**src/rtl/gpio_in_debounce.sv**
```systemverilog
// gpio_in_debounce: pad-input conditioning for the GPIO slave.
// Each bit goes through a 2-flop synchronizer and then its own debounce
// counter. When a bit's debounced level changes, a one-cycle rise or fall
// pulse is produced.
// Optional macro GPIO_DB_STICKY_EN adds edge_clr/edge_sts. These form a
// sticky per-bit edge-status register with write-1-to-clear, where set wins.
module gpio_in_debounce #(
    parameter int gpio_w = 8,
    parameter int db_cyc = 50000
) (
    input  logic              clk,
    input  logic              rstn,
    input  logic [gpio_w-1:0] raw_in,
`ifdef GPIO_DB_STICKY_EN
    input  logic [gpio_w-1:0] edge_clr,
    output logic [gpio_w-1:0] edge_sts,
`endif
    output logic [gpio_w-1:0] gpi,
    output logic [gpio_w-1:0] rise,
    output logic [gpio_w-1:0] fall,
    output logic              changed
);

    // Counter width is derived from db_cyc. It is at least 1 bit wide, so that db_cyc=1 still elaborates.
    localparam int              cnt_w    = (db_cyc > 1) ? $clog2(db_cyc) : 1;
    localparam logic [cnt_w-1:0] CNT_LAST = cnt_w'(db_cyc - 1);

    logic [gpio_w-1:0] sync1_q;
    logic [gpio_w-1:0] sync2_q;
    logic [gpio_w-1:0] gpi_q,  gpi_d;
    logic [gpio_w-1:0] rise_q, rise_d;
    logic [gpio_w-1:0] fall_q, fall_d;
    logic              changed_q, changed_d;
    logic [gpio_w-1:0] accept;

    // Two-stage synchronizer. Only sync2_q is seen by the debounce logic.
    always_ff @(posedge clk or negedge rstn) begin
        if (!rstn) begin
            sync1_q <= '0;
            sync2_q <= '0;
        end else begin
            sync1_q <= raw_in;
            sync2_q <= sync1_q;
        end
    end

    genvar gi;
    generate
        for (gi = 0; gi < gpio_w; gi++) begin : g_bit
            logic [cnt_w-1:0] cnt_q, cnt_d;
            logic             accept_bit;

            // Count consecutive samples that disagree with the accepted level.
            // A single agreeing sample restarts the count. The counter stops at
            // CNT_LAST, where it accepts the new level instead of wrapping.
            always_comb begin
                cnt_d      = '0;
                accept_bit = 1'b0;
                if (sync2_q[gi] != gpi_q[gi]) begin
                    if (cnt_q == CNT_LAST) begin
                        accept_bit = 1'b1;
                    end else begin
                        cnt_d = cnt_q + 1'b1;
                    end
                end
            end

            // Per-bit debounce counter.
            always_ff @(posedge clk or negedge rstn) begin
                if (!rstn) begin
                    cnt_q <= '0;
                end else begin
                    cnt_q <= cnt_d;
                end
            end

            assign accept[gi] = accept_bit;
        end
    endgenerate

    // An accepted bit flips its level. The edge direction comes from the new level.
    always_comb begin
        gpi_d     = gpi_q ^ accept;
        rise_d    = accept & sync2_q;
        fall_d    = accept & ~sync2_q;
        changed_d = |accept;
    end

    // Register the debounced level together with the edge pulses.
    always_ff @(posedge clk or negedge rstn) begin
        if (!rstn) begin
            gpi_q     <= '0;
            rise_q    <= '0;
            fall_q    <= '0;
            changed_q <= 1'b0;
        end else begin
            gpi_q     <= gpi_d;
            rise_q    <= rise_d;
            fall_q    <= fall_d;
            changed_q <= changed_d;
        end
    end

    assign gpi     = gpi_q;
    assign rise    = rise_q;
    assign fall    = fall_q;
    assign changed = changed_q;

`ifdef GPIO_DB_STICKY_EN
    logic [gpio_w-1:0] edge_sts_q, edge_sts_d;

    // A new edge on a bit sets its sticky status. A clear request on the same cycle loses to the set.
    always_comb begin
        edge_sts_d = (edge_sts_q & ~edge_clr) | rise_d | fall_d;
    end

    // Sticky edge-status register.
    always_ff @(posedge clk or negedge rstn) begin
        if (!rstn) begin
            edge_sts_q <= '0;
        end else begin
            edge_sts_q <= edge_sts_d;
        end
    end

    assign edge_sts = edge_sts_q;
`endif

endmodule

```
**config.mk**
```make
export PLATFORM = sky130hd
export DESIGN_NAME = gpio_in_debounce
export DESIGN_NICKNAME = d
export VERILOG_FILES = /design/src/rtl/gpio_in_debounce.sv
export SDC_FILE = /design/constraint.sdc
export NUM_CORES = 1
export LEC_CHECK = 0
export BUFFER_PORTS_ARGS = -buffer_cell sky130_fd_sc_hd__buf_2
export CAP_MARGIN = 20
export CORE_MARGIN = 2
export CORE_UTILIZATION = 57
export CTS_BUF_LIST = sky130_fd_sc_hd__clkbuf_4 sky130_fd_sc_hd__clkbuf_8
export DETAILED_ROUTE_END_ITERATION = 6
export PLACE_DENSITY = 0.84
export SYNTH_ARGS = -nofsm -noshare
export SYNTH_HDL_FRONTEND = slang
export SYNTH_SLANG_ARGS = --single-unit
```
**constraint.sdc**
```tcl
create_clock -name clk -period 1.7 [get_ports clk]
set_input_delay 0.17 -clock clk [delete_from_list [all_inputs] [get_ports clk]]
set_output_delay 0.17 -clock clk [all_outputs]
set_load 0.02 [all_outputs]
```
==> run metrics <==
clock latency on the worst-skew pair=approximately 0.45 ns; Worst Path Arrival=between 2 and 2.5 ns; CTS buffer count=17; Slowest-stage cell, CP=dfrtp_1; hold slack final=approximately 0.09 ns; Die ar.=around 14000 µm²; first-pass GRT wire length=27.59 mm; GRT overflow=0; PortBufs=34; MaxCap Viol Count=0; DR DRC count=0; DP Worst Slack=-0.02015 ns; IR drop worst, VDD=just under 0.6 mV; Startpoint Class=flip-flop; Cell Pwr Density=roughly 800 nW/µm²; FFs w/ async S/R, synth=100.0%; # diodes=0; FP Rows=42; minimum clock period=about 1.7 ns; Vias=about 5900; initial antenna violation count=0; main flop type after synthesis=dfrtp_1; worst path bufs/invs=2; IO Pins=35; DIE WIDTH=between 100 and 150 µm; Leak=~4.0 nW; CTS root buf=clkbuf_8; synthesis-stage register bit count=169; final clock skew=around 0.0067 ns; mapped cell area=approximately 7700 µm²; syn_area_per_cell=about 11 µm²; CP endpoint kind=flip-flop; Max H-tree Level=4; fin nets=approximately 860; total length of routed wires=around 17 mm; crit path max fanout=4; Via-to-Cell Ratio=roughly 5.7; Setup Crit Path Kind=flip-flop to flip-flop; max incr delay on CP=between 0.4 and 0.5 ns; largest net degree at the start of global routing=69; ANT nets after route=0; clock slew at reported path FFs=~0.07 ns; clock sink total=~170; Wirelength per Cell=16.37 µm; cell mode on critical path=buf_4; top-count cell post-synth=dfrtp_1; top cell type's share of synthesized area=a little under three fifths; Slew Viols, Final=0; drt pass-1 iters=5; core area=13190 µm²; unrepaired setup endpoints after global routing=true; Starting Density=58.03%; initial DRC count=around 440; WP data required=between 2 and 2.5 ns; Ys Warns=0; Clock Tree Buf Depth=2; measured slew at the worst slew-check pin=a little under 0.5 ns; final hold viol count=0; Setup WS post-layout=-0.02752 ns; post-synth top area cell=dfrtp_1; Post-synth EDFFs=0; Achievable Freq=slightly below 600 MHz; total track usage=around 24%; global placement routability congestion=about 0.9; Final setup viols=1; Slew HR=between 60% and 70%; syn_nets=approximately 730; synth top area cells=dfrtp_1 55%, xnor2_1 9.2%, nor2_1 5.9%; Synth cell types=36; critical-path cell list=nor4b_2 > nand4_1 > buf_4 > buf_4 > mux2_2; failing checks=setup timing; number of global-route vias before repair=around 5900; post-DP HPWL=roughly 11 mm; status=finished, violations left; Layout area overhead=22.09%; Crit path max-delay family=simple AND/OR/NAND/NOR gates; CTS tree=yes; ratio of cells with drive above 1 in the final layout=22.52%; top cells by count, synth=169 x dfrtp_1, 121 x nor2_1, 80 x xnor2_1; fin crit share=101.6%; post-synthesis cell count=approximately 710; Hold Path Class=input pin to asynchronous set/reset pin; Seq/Total Area, Yosys=55.26%; Die Ht=between 100 and 150 µm
-- worst register-to-register path, cell delays in order, from the launching register on --
cell,delay (ns)
dfrtp_1,0.44
nor4b_2,0.33
nand4_1,0.25
buf_4,0.20
buf_4,0.13
mux2_2,0.26
-- metrics by stage --
step | setup TNS, ns | util (%) | total power [mW] | cell area [µm²] | cells
finish | -0.02752 | 70.84 | 7.704 | 9344 | 1024
global route | -0.8112 | 70.84 | 7.993 | 9344 | 1024
CTS | -0.009097 | 69.00 | 7.749 | 9101 | 1013
detailed placement | -0.02015 | 64.76 | 4.528 | 8542 | 974
global placement | 0 | 64.76 | 4.506 | 8542 | 974
floorplan | 0 | - | 4.333 | 7666 | 714
-- power breakdown --
part           switching, mW  internal, mW
sequential            0.0691          4.08
combinational          0.190         0.142
clock                   1.34          1.88
-- metal layers --
metal	vias up	global-route usage (%)	share of wire [%]
met5	-	0	0
li1	2748	-	-
met1	2904	30.64	42
met3	41	5.371	4.2
met4	0	9.265	2.1
met2	177	40.32	52
-- layout make-up --
cell class	instances	area, µm²
fill	889	3846
inverter	16	60.06
clock inverter	8	167.7
timing repair buffer	114	874.6
sequential	169	4237
clock buffer	22	290.3
multi-input combinational	519	3495
tap	176	220.2
-- state kept, by name (all words and copies together) (netlist names), named ones only --
signal       count
sync1_q          8
fall             8
sync2_q          8
rise             8
g_bit.cnt_q    128
changed          1
-- cells in the final DEF, fill, tap and decap left out, types with 5 or more instances in the layout --
| cell | count |
|---|---|
| inv_1 | 16 |
| bufinv_16 | 5 |
| dfrtp_2 | 6 |
| and3_1 | 19 |
| mux2_2 | 8 |
| ha_2 | 7 |
| xor2_1 | 33 |
| nor3_1 | 17 |
| or3_1 | 6 |
| nor2_1 | 121 |
| dlygate4sd3_1 | 9 |
| nand3_2 | 6 |
| nor4b_1 | 5 |
| buf_12 | 6 |
| nor4_1 | 18 |
| xnor2_1 | 80 |
| dfrtp_1 | 163 |
| a21oi_1 | 13 |
| or4_1 | 8 |
| nor4bb_1 | 7 |
| nand3_1 | 30 |
| clkbuf_8 | 20 |
| nand2_1 | 37 |
| buf_2 | 33 |
| buf_4 | 65 |
| nand4_1 | 33 |
| nor3b_1 | 16 |
| o31ai_1 | 7 |
| o21ai_0 | 6 |
-- timing repair --
item / in CTS / in global routing
hold endpoints to repair: 177 / 0
buffers inserted: 0 / 11
pin swaps: 0 / 8
hold buffers: 9 / 0
resized for setup: 3 / 34
setup endpoints to repair: 3 / 63
-- path summary, 6_finish.rpt --
kind,from,end,slack [ns],depth (start not counted)
worst max-delay path,g_bit[6].cnt_q[7]$_DFF_PN0_,flip-flop,-0.03,5
worst min-delay path,rstn,g_bit[6].cnt_q[15]$_DFF_PN0_,0.09,2
worst max register to register,g_bit[6].cnt_q[7]$_DFF_PN0_,flip-flop,-0.03,5
worst min register to register,sync1_q[0]$_DFF_PN0_,sync2_q[0]$_DFF_PN0_,0.35,0
max in group asynchronous,rstn,g_bit[2].cnt_q[5]$_DFF_PN0_,0.89,3
min in group clk,raw_in[4],sync1_q[4]$_DFF_PN0_,0.35,2
-- kinds of logic after synthesis --
kind of cell | share of synthesized area, %
buffers and inverters | 1.390
XOR/XNOR | 12.93
adder cells (fa/ha/maj) | 1.308
multiplexers | 1.177
AND/OR/NAND/NOR | 25.50
flip-flops | 55.26
AO/OA/AOI/OAI | 2.436
Power figures use the tool's default switching activity.
